===== src/rtl/kernel_window_addrgen.sv =====
// K x K kernel window address generator: scans every centre pixel of a
// runtime-sized frame in row-major order and emits one neighbourhood tap per
// handshake, clamping out-of-frame coordinates and optionally flagging them
// for zero substitution.
`timescale 1ns/1ps
module kernel_window_addrgen #(
    parameter int unsigned ADDR_W = 8,
    parameter int unsigned KSIZE  = 3,
    parameter int unsigned KIDX_W = (KSIZE * KSIZE > 1) ? $clog2(KSIZE * KSIZE) : 1
) (
    input  logic              clk,
    input  logic              rst,
    input  logic              start,
    input  logic [ADDR_W-1:0] img_width,
    input  logic [ADDR_W-1:0] img_depth,
    input  logic              mode,
    input  logic              out_ready,
    output logic              out_valid,
    output logic [ADDR_W-1:0] out_col,
    output logic [ADDR_W-1:0] out_row,
    output logic [KIDX_W-1:0] out_kidx,
    output logic              out_pad,
    output logic              out_last_tap,
    output logic              out_last,
    output logic              busy,
    output logic              done
);

    localparam int unsigned R  = (KSIZE - 1) / 2;
    localparam int unsigned KW = (KSIZE > 1) ? $clog2(KSIZE) : 1;
    // Signed working width: holds ctr + offset - R without wrapping
    localparam int unsigned SW = ADDR_W + KW + 1;

    typedef enum logic [1:0] {
        S_IDLE = 2'd0,
        S_SCAN = 2'd1,
        S_FIN  = 2'd2
    } state_e;

    state_e state_q, state_d;

    // Latched frame configuration
    logic [ADDR_W-1:0] width_q, width_d;
    logic [ADDR_W-1:0] depth_q, depth_d;
    logic              mode_q,  mode_d;

    // Position of the tap currently presented (centre and kernel offsets)
    logic [ADDR_W-1:0] row_q, row_d;
    logic [ADDR_W-1:0] col_q, col_d;
    logic [KW-1:0]     ky_q,  ky_d;
    logic [KW-1:0]     kx_q,  kx_d;

    // Registered outputs
    logic              valid_q,    valid_d;
    logic [ADDR_W-1:0] ocol_q,     ocol_d;
    logic [ADDR_W-1:0] orow_q,     orow_d;
    logic [KIDX_W-1:0] kidx_q,     kidx_d;
    logic              pad_q,      pad_d;
    logic              last_tap_q, last_tap_d;
    logic              last_q,     last_d;
    logic              busy_q,     busy_d;
    logic              done_q,     done_d;

    // Tap helpers for the next presented tap
    logic [ADDR_W:0]   col_res_c;
    logic [ADDR_W:0]   row_res_c;
    logic              tap_last_c;

    // Resolve one axis: returns {out_of_range, clamped_coordinate}
    function automatic logic [ADDR_W:0] axis_tap(
        input logic [ADDR_W-1:0] ctr,
        input logic [KW-1:0]     k,
        input logic [ADDR_W-1:0] dim
    );
        logic signed [SW-1:0] raw;
        logic signed [SW-1:0] hi;
        logic [ADDR_W:0]      res;
        raw = $signed(SW'(ctr)) + $signed(SW'(k)) - $signed(SW'(R));
        hi  = $signed(SW'(dim)) - $signed(SW'(1));
        if (raw < $signed(SW'(0))) begin
            res = {1'b1, {ADDR_W{1'b0}}};
        end else if (raw > hi) begin
            res = {1'b1, dim - ADDR_W'(1)};
        end else begin
            res = {1'b0, raw[ADDR_W-1:0]};
        end
        return res;
    endfunction

    // State register
    always_ff @(posedge clk) begin
        if (rst) begin
            state_q <= S_IDLE;
        end else begin
            state_q <= state_d;
        end
    end

    // Next-state logic
    always_comb begin
        state_d = state_q;
        unique case (state_q)
            S_IDLE: begin
                if (start) begin
                    state_d = (img_width == '0 || img_depth == '0) ? S_FIN : S_SCAN;
                end
            end
            S_SCAN: begin
                if (valid_q && out_ready && last_q) begin
                    state_d = S_FIN;
                end
            end
            S_FIN:   state_d = S_IDLE;
            default: state_d = S_IDLE;
        endcase
    end

    // Counter advance and next registered output values
    always_comb begin
        width_d = width_q;
        depth_d = depth_q;
        mode_d  = mode_q;
        row_d   = row_q;
        col_d   = col_q;
        ky_d    = ky_q;
        kx_d    = kx_q;

        unique case (state_q)
            S_IDLE: begin
                if (start) begin
                    width_d = img_width;
                    depth_d = img_depth;
                    mode_d  = mode;
                    row_d   = '0;
                    col_d   = '0;
                    ky_d    = '0;
                    kx_d    = '0;
                end
            end
            S_SCAN: begin
                if (valid_q && out_ready && !last_q) begin
                    if (kx_q == KW'(KSIZE - 1)) begin
                        kx_d = '0;
                        if (ky_q == KW'(KSIZE - 1)) begin
                            ky_d = '0;
                            if (col_q == width_q - ADDR_W'(1)) begin
                                col_d = '0;
                                row_d = row_q + ADDR_W'(1);
                            end else begin
                                col_d = col_q + ADDR_W'(1);
                            end
                        end else begin
                            ky_d = ky_q + KW'(1);
                        end
                    end else begin
                        kx_d = kx_q + KW'(1);
                    end
                end
            end
            default: ;
        endcase

        col_res_c  = axis_tap(col_d, kx_d, width_d);
        row_res_c  = axis_tap(row_d, ky_d, depth_d);
        tap_last_c = (ky_d == KW'(KSIZE - 1)) && (kx_d == KW'(KSIZE - 1));

        valid_d    = 1'b0;
        ocol_d     = '0;
        orow_d     = '0;
        kidx_d     = '0;
        pad_d      = 1'b0;
        last_tap_d = 1'b0;
        last_d     = 1'b0;
        if (state_d == S_SCAN) begin
            valid_d    = 1'b1;
            ocol_d     = col_res_c[ADDR_W-1:0];
            orow_d     = row_res_c[ADDR_W-1:0];
            kidx_d     = KIDX_W'(ky_d) * KIDX_W'(KSIZE) + KIDX_W'(kx_d);
            pad_d      = mode_d && (col_res_c[ADDR_W] || row_res_c[ADDR_W]);
            last_tap_d = tap_last_c;
            last_d     = tap_last_c && (col_d == width_d - ADDR_W'(1))
                                    && (row_d == depth_d - ADDR_W'(1));
        end
        busy_d = (state_d != S_IDLE);
        done_d = (state_d == S_FIN);
    end

    // Datapath and output registers
    always_ff @(posedge clk) begin
        if (rst) begin
            width_q    <= '0;
            depth_q    <= '0;
            mode_q     <= 1'b0;
            row_q      <= '0;
            col_q      <= '0;
            ky_q       <= '0;
            kx_q       <= '0;
            valid_q    <= 1'b0;
            ocol_q     <= '0;
            orow_q     <= '0;
            kidx_q     <= '0;
            pad_q      <= 1'b0;
            last_tap_q <= 1'b0;
            last_q     <= 1'b0;
            busy_q     <= 1'b0;
            done_q     <= 1'b0;
        end else begin
            width_q    <= width_d;
            depth_q    <= depth_d;
            mode_q     <= mode_d;
            row_q      <= row_d;
            col_q      <= col_d;
            ky_q       <= ky_d;
            kx_q       <= kx_d;
            valid_q    <= valid_d;
            ocol_q     <= ocol_d;
            orow_q     <= orow_d;
            kidx_q     <= kidx_d;
            pad_q      <= pad_d;
            last_tap_q <= last_tap_d;
            last_q     <= last_d;
            busy_q     <= busy_d;
            done_q     <= done_d;
        end
    end

    assign out_valid    = valid_q;
    assign out_col      = ocol_q;
    assign out_row      = orow_q;
    assign out_kidx     = kidx_q;
    assign out_pad      = pad_q;
    assign out_last_tap = last_tap_q;
    assign out_last     = last_q;
    assign busy         = busy_q;
    assign done         = done_q;

endmodule

===== config.mk =====
export PLATFORM = sky130hd
export DESIGN_NAME = kernel_window_addrgen
export DESIGN_NICKNAME = d
export VERILOG_FILES = /design/src/rtl/kernel_window_addrgen.sv
export SDC_FILE = /design/constraint.sdc
export NUM_CORES = 1
export LEC_CHECK = 0
export ABC_CLOCK_PERIOD_IN_PS = 10600
export BUFFER_PORTS_ARGS = -buffer_cell sky130_fd_sc_hd__buf_2
export CAP_MARGIN = 25
export CORE_AREA = 4 4 177 93
export CTS_CLUSTER_SIZE = 25
export DETAILED_ROUTE_END_ITERATION = 10
export DIE_AREA = 0 0 181 97
export SYNTH_ARGS = -nofsm -noshare
export SYNTH_HDL_FRONTEND = slang
export SYNTH_SLANG_ARGS = --single-unit

===== constraint.sdc =====
create_clock -name clk -period 10.6 [get_ports clk]
set_clock_uncertainty 0.15 [all_clocks]
set_input_delay 1.06 -clock clk [delete_from_list [all_inputs] [get_ports clk]]
set_output_delay 1.06 -clock clk [all_outputs]
set_load 0.02 [all_outputs]

==> results of run 1 <==
## stage by stage
step | hold WS [ns] | area, sq um | util, % | setup slack, ns
floorplan | 0.294 | 5160 | - | 4.89
global placement | 0.304 | 5610 | 37.4 | 3.65
detailed placement | 0.311 | 5610 | 37.4 | 3.52
CTS | 0.319 | 5880 | 39.2 | 3.50
global route | 0.363 | 5890 | 39.2 | 3.29
finish | 0.313 | 5890 | 39.2 | 3.79
## path summary, 6_finish.rpt
| path | startpoint | endpoint | cells past startpoint |
|---|---|---|---|
| max | width_q[0] | out_row[2] | 28 |
| min | mode_q | mode_q | 2 |
| max reg2reg | width_q[0] | out_row[2] | 28 |
| min reg2reg | mode_q | mode_q | 2 |
## critical path: cells and delay by family, from the launching register on
kind	cells	cell delay, ns
compound gates	8	2.74
xor+xnor	1	0.13
fa+ha+maj	4	0.94
buf+inv	3	0.41
flops	1	0.38
mux	3	0.97
simple gates	9	1.00
## layout make-up
type	count	area share [%]
well taps	204	4.33
repair buffers	54	4.93
clock inverters	7	0.807
inverters	49	3.12
multi-input cells	503	60.9
clock buffers	9	3.82
flip-flops and latches	65	22.1
## per-layer routing
metal,share of wire [%],vias up
li1,-,2329
met1,57,2163
met2,32,208
met3,11,23
met4,0.92,0
met5,0,-
## flip-flops by register name (all words and copies together), names as in the netlist
signal	cells
out_valid	1
width_q	8
out_kidx	4
out_row	8
busy	1
mode_q	1
ky_q	2
out_last	1
out_last_tap	1
out_col	8
depth_q	8
done	1
state_q	2
kx_q	2
col_q	8
out_pad	1
row_q	8
## cell families (layout without fill, tap and decap cells)
kind of cell	Yosys count	count (layout)	share of synthesized area, %
flops	65	65	25.2
xor+xnor	53	53	9.26
fa+ha+maj	53	53	13.4
mux	33	33	6.76
compound gates	116	116	16.0
simple gates	248	248	23.8
buf+inv	73	119	5.53
## power breakdown
part / total [W] / internal, W / leakage, nW / switching [W]
Combinational: 0.000192 / 0.0000756 / 2.03 / 0.000117
Sequential: 0.000257 / 0.000250 / 0.527 / 0.00000657
Clock: 0.000275 / 0.000158 / 0.131 / 0.000118
## layout by cell type (no fill, tap or decap), types with 6 or more instances in the layout
master / n
mux2i_1: 21
nand4_1: 6
o21ai_0: 14
or2_2: 7
and2_1: 6
xnor2_1: 30
ha_1: 49
dfxtp_1: 65
inv_1: 48
buf_2: 46
a21oi_1: 37
xor2_1: 22
nor2_1: 75
a21o_1: 9
clkbuf_16: 9
nand2_1: 74
mux2_2: 10
nand3_1: 17
o21bai_1: 8
nor3_1: 14
buf_4: 8
## Yosys cell counts (17+ instances only)
cell type / number
nor2_1: 75
nand2_1: 74
dfxtp_1: 65
ha_1: 49
inv_1: 48
a21oi_1: 37
xnor2_1: 30
xor2_1: 22
mux2i_1: 21
nand3_1: 17
==> key figures, run 1 <==
Synth
  – Yosys warns: 0
  – Post-synthesis sequential area ratio: 25.2%
  – Area leader, netlist: dfxtp_1
  – Syn_nets: 715
  – Synthesized area per cell: 8.05 sq um
  – Ys async rst share: 0%
  – Largest cells by area after synthesis: dfxtp_1 25%, ha_1 12%, nor2_1 5.5%
  – Post-synthesis cell count: 641
  – Synth cell types: 74
  – Synth Register Bits: 65
  – Most used DFF post-synth: dfxtp_1
  – EDFF count, synth: 0
  – Mapped Area: 5160 sq um
  – Synth top area share: 25.2%

Finish
  – Layout area overhead: 14.1%
  – Multi-input logic area: 3590 sq um
  – Storage cell area: 1300 sq um
  – Post-route non-filler standard cell count: 891
  – Antenna diodes: 0
  – Filler cells: 1,553
  – NumNets Final: 756
  – Layout cells sized above 1: 15.1%

Clocking
  – CTS resizes: 0
  – CTS Buf Count: 9
  – Clock tree from TritonCTS: built
  – Clock transition at path regs: 0.06 ns
  – H-tree levels: 3
  – Post-CTS setup buffers: 0
  – Worst skew pair latency: 0.34 ns
  – Root buffer cell: clkbuf_16
  – CTS max path bufs: 2
  – CTS sink count: 65
  – Cts hold-fix bufs: 0

GRT
  – Vias in the first global route: 4,232
  – Initial antenna violation count: 0
  – Global Route Usage Sum: 17.7%
  – Met1 GRT Util: 31.2%
  – First-pass GRT wire length: 24.7 mm
  – Total gr overflow: 0
  – Gr busiest metal: met1
  – Largest net degree at the start of global routing: 42
  – Met2 Track Usage GR: 19.2%
  – Met3 Usage GRT: 5.82%

Route
  – Via density: 5.30
  – DRT Wirelength: 15.4 mm
  – Final ANT Viol Nets: 0
  – Initial DRT Pass Iterations: 7
  – Remaining DRCs: 0
  – Routed length per instance: 17.3 um
  – DRT iter0 DRCs: 543
  – Vias: 4,723

Outcome
  – Outcome: complete, no violations

STA
  – Fin crit share: 64.2%
  – Slew Viols, Final: 0
  – Max Freq: 147 MHz
  – Unrepaired setup endpoints after global routing: false
  – Setup TNS Final: 0 ns
  – Slew margin rel.: 34.7%
  – Fin crit period: 6.81 ns
  – Tightest Pin Transition: 0.978 ns
  – Setup-failing EPs final: 0
  – Final hold vios: 0

Floorplan
  – Die Y: 97 um
  – Site Rows: 32
  – Core Area: 15,000 sq um
  – Die X: 181 um
  – Die footprint: 17,600 sq um
  – Initial core utilization: 34.4%
  – Boundary pin count: 47

Placed design
  – GP Congestion: 0.990
  – # port buffers: 46
  – DP Cell Count: 874
  – Post-DP HPWL: 12.2 mm

Worst setup path
  – CP required: 10.73 ns
  – Setup crit end kind: flip-flop
  – Crit path max fanout: 11
  – Register-to-register setup slack: 3.79 ns
  – Startpoint types: flip-flop
  – CP arrival: 6.93 ns
  – Setup CP Type: flip-flop to flip-flop
  – CP max stage cell: a2111oi_2
  – Crit-path max cell delay: 0.94 ns

Pwr
  – Pwr per Cell Area: 123 nW/um^2
  – Leakage: 2.69 nW
  – Power after layout: 0.000725 W
  – Maximum VDD drop: 0.0619 mV

Worst hold path
  – Hold Crit Class: flip-flop to flip-flop

Flow run
  – Max-cap viol count: 0
No activity file was read; power rests on OpenSTA's default activity.
==> run 2, diff against run 1 <==
==> config.mk (replaced) <==
export PLATFORM = sky130hd
export DESIGN_NAME = kernel_window_addrgen
export DESIGN_NICKNAME = d
export VERILOG_FILES = /design/src/rtl/kernel_window_addrgen.sv
export SDC_FILE = /design/constraint.sdc
export NUM_CORES = 1
export LEC_CHECK = 0
export ABC_AREA = 1
export ABC_CLOCK_PERIOD_IN_PS = 6700
export BUFFER_PORTS_ARGS = -buffer_cell sky130_fd_sc_hd__buf_2
export CAP_MARGIN = 25
export CORE_AREA = 4 4 176 93
export CTS_CLUSTER_SIZE = 25
export DETAILED_ROUTE_END_ITERATION = 10
export DIE_AREA = 0 0 180 97
export SYNTH_ARGS = -nofsm -noshare
export SYNTH_HDL_FRONTEND = slang
export SYNTH_SLANG_ARGS = --single-unit
==> constraint.sdc (replaced) <==
create_clock -name clk -period 6.7 [get_ports clk]
set_clock_uncertainty 0.15 [all_clocks]
set_input_delay 0.67 -clock clk [delete_from_list [all_inputs] [get_ports clk]]
set_output_delay 0.67 -clock clk [all_outputs]
set_load 0.02 [all_outputs]
==> key figures, run 2 <==
Outcome
  – Outcome: complete, no violations (unchanged)

Synth
  – Synth Register Bits: 65 (unchanged)
  – Syn_nets: 836 (was 715)
  – Post-synthesis sequential area ratio: 25.7% (was 25.2%)
  – Mux contribution to synthesized area: 0.865% (was 6.76%)
  – Post-Synth XOR/XNOR Area: 5.63% (was 9.26%)
  – Post-synthesis cell count: 762 (was 641)
  – Largest cells by area after synthesis: dfxtp_1 26%, nand2_1 13%, ha_1 12% (was dfxtp_1 25%, ha_1 12%, nor2_1 5.5%)
  – Synth cell types: 42 (was 74)
  – Synth Area in Adders: 13.7% (was 13.4%)
  – Area leader, netlist: dfxtp_1 (unchanged)
  – Post-Synth Simple-Gate Area: 31.3% (was 23.8%)
  – Synthesized area per cell: 6.65 sq um (was 8.05 sq um)
  – EDFF count, synth: 0 (unchanged)
  – Synth top area share: 25.7% (was 25.2%)
  – Mapped Area: 5060 sq um (was 5160 sq um)
  – Top-count cell post-synth: nand2_1 (was nor2_1)
  – Yosys warns: 0 (unchanged)
  – Area fraction in compound gates after synthesis: 12.0% (was 16.0%)
  – Ys async rst share: 0% (unchanged)
  – Main combinational cell family by area after synthesis: simple AND/OR/NAND/NOR gates (unchanged)
  – Most used DFF post-synth: dfxtp_1 (unchanged)
  – Synth top cells by count: 175 x nand2_1, 104 x inv_1, 100 x nor2_1 (was 75 x nor2_1, 74 x nand2_1, 65 x dfxtp_1)

STA
  – Slew Viols, Final: 0 (unchanged)
  – Slew margin rel.: 62.7% (was 34.7%)
  – Fin crit share: 88.3% (was 64.2%)
  – Unrepaired setup endpoints after global routing: false (unchanged)
  – Setup TNS Final: 0 ns (unchanged)
  – Max Freq: 169 MHz (was 147 MHz)
  – Setup-failing EPs final: 0 (unchanged)
  – Fin crit period: 5.91 ns (was 6.81 ns)
  – Tightest Pin Transition: 0.559 ns (was 0.978 ns)
  – Final hold vios: 0 (unchanged)

Worst setup path
  – CP delay by family, top: simple AND/OR/NAND/NOR gates (was compound AO/OA/AOI/OAI gates)
  – Crit path buf inv count: 6 (was 3)
  – Most frequent CP cell: nand2_1
  – Register-to-register setup slack: 0.79 ns (was 3.79 ns)
  – Startpoint types: flip-flop (unchanged)
  – CP arrival: 6.03 ns (was 6.93 ns)
  – Crit-path max cell delay: 0.65 ns (was 0.94 ns)
  – CP required: 6.82 ns (was 10.73 ns)
  – Crit path max fanout: 12 (was 11)
  – Setup CP Type: flip-flop to flip-flop (unchanged)
  – Setup crit end kind: flip-flop (unchanged)
  – CP max stage cell: dfxtp_1 (was a2111oi_2)

Finish
  – Multi-input logic area: 3220 sq um (was 3590 sq um)
  – Most common cell after layout, fill and taps aside: nand2_1 (was nor2_1)
  – Antenna diodes: 0 (unchanged)
  – NumNets Final: 881 (was 756)
  – Layout area overhead: 14.5% (was 14.1%)
  – Filler cells: 1,623 (was 1,553)
  – Storage cell area: 1300 sq um (unchanged)
  – Final instance area: 5800 sq um (was 5890 sq um)
  – Most frequent cells in the layout: 175 x nand2_1, 104 x inv_1, 100 x nor2_1 (was 75 x nor2_1, 74 x nand2_1, 65 x dfxtp_1)
  – Layout cells sized above 1: 13.7% (was 15.1%)

Clocking
  – CTS sink count: 65 (unchanged)
  – H-tree levels: 3 (unchanged)
  – Cts hold-fix bufs: 0 (unchanged)
  – Worst skew pair latency: 0.34 ns (about the same)
  – Clock tree from TritonCTS: built (unchanged)
  – Post-CTS setup buffers: 0 (unchanged)
  – CTS resizes: 0 (unchanged)
  – CTS max path bufs: 2 (unchanged)
  – Clock transition at path regs: 0.06 ns (about the same)
  – CTS Buf Count: 9 (unchanged)
  – Root buffer cell: clkbuf_16 (unchanged)

GRT
  – Total gr overflow: 0 (unchanged)
  – First-pass GRT wire length: 24.5 mm (was 24.7 mm)
  – Global Route Usage Sum: 17.7% (about the same)
  – Initial antenna violation count: 0 (unchanged)
  – Largest net degree at the start of global routing: 42 (unchanged)
  – Vias in the first global route: 4,479 (was 4,232)

Floorplan
  – Core Area: 14,900 sq um (was 15,000 sq um)
  – Die footprint: 17,500 sq um (was 17,600 sq um)
  – Boundary pin count: 47 (unchanged)
  – Die X: 180 um (was 181 um)
  – Initial core utilization: 33.9% (was 34.4%)
  – Die Y: 97 um (unchanged)
  – Site Rows: 32 (unchanged)

Route
  – Remaining DRCs: 0 (unchanged)
  – Final ANT Viol Nets: 0 (unchanged)
  – Initial DRT Pass Iterations: 5 (was 7)
  – DRT Wirelength: 15.3 mm (was 15.4 mm)
  – Vias: 4,945 (was 4,723)
  – Via density: 4.87 (was 5.30)
  – Routed length per instance: 15.1 um (was 17.3 um)
  – DRT iter0 DRCs: 482 (was 543)

Worst hold path
  – Hold Crit Class: flip-flop to flip-flop (unchanged)

Placed design
  – Placed cell areas: 5490 sq um (was 5610 sq um)
  – # port buffers: 46 (unchanged)
  – GP Congestion: 0.908 (was 0.990)
  – Post-DP HPWL: 12.5 mm (was 12.2 mm)

Pwr
  – Pwr per Cell Area: 226 nW/um^2 (was 123 nW/um^2)
  – Leakage: 2.95 nW (was 2.69 nW)
  – Maximum VDD drop: 0.0947 mV (was 0.0619 mV)

Flow run
  – Max-cap viol count: 0 (unchanged)
## run 2: cell count changes after synthesis, sizes merged, moves of 31 or more
| cell | before | now |
|---|---|---|
| nand2 | 75 | 178 |
| inv | 49 | 123 |
| o21ai | 16 | 49 |
| nand3 | 17 | 48 |
| nor2 | 75 | 106 |
## run 2: power breakdown
part           internal (W)  leakage (nW)  switching [W]
Sequential         0.000405         0.529      0.0000132
Combinational      0.000127          2.28       0.000278
Clock              0.000299         0.145       0.000190
## run 2: path summary, 6_finish.rpt
| check | start | endpoint | depth (start not counted) |
|---|---|---|---|
| max | col_q[4] | out_row[7] | 31 |
| min | mode_q | mode_q | 2 |
| max reg2reg | col_q[4] | out_row[7] | 31 |
| min reg2reg | mode_q | mode_q | 2 |
## run 2: cell families after synthesis
kind of cell	Yosys count
multiplexers	4
AND/OR/NAND/NOR	368
adder cells (fa/ha/maj)	53
AO/OA/AOI/OAI	104
buffers and inverters	138
XOR/XNOR	30
flip-flops	65
## run 2: layout make-up
cell class / instances / area share, %
Clock buffer: 10 / 4.12
Clock inverter: 6 / 1.17
Inverter: 123 / 7.97
Multi-Input combinational cell: 559 / 55.5
Sequential cell: 65 / 22.5
Tap cell: 204 / 4.40
Timing Repair Buffer: 49 / 4.36
## run 2: tightest hold or removal path, delay by kind of cell, from the launching register on
kind / cells / cell delay (ns)
DFF: 1 / 0.31
muxes: 1 / 0.08
and+or+nand+nor: 1 / 0.08
## run 2: metrics by stage
stage | hold WS, ns | instances | total power [W] | setup WS, ns | utilization, %
6_report | 0.351 | 1016 | 0.00131 | 0.786 | 38.8
3_5_place_dp | 0.348 | 1000 | 0.000823 | 0.884 | 36.8
5_1_grt | 0.398 | 1016 | 0.00140 | 0.300 | 38.8
4_1_cts | 0.362 | 1016 | 0.00131 | 0.964 | 38.8
2_1_floorplan | 0.311 | 762 | 0.000714 | 1.47 | -
3_3_place_gp | 0.328 | 1000 | 0.000822 | 1.07 | 36.8
## run 2: routing by layer
layer,routed length [um],up-vias,track usage [%]
met4,74,0,3.10
met3,1800,8,6.54
met5,0,-,0
met2,4660,215,19.7
met1,8790,2193,30.2
li1,-,2529,-
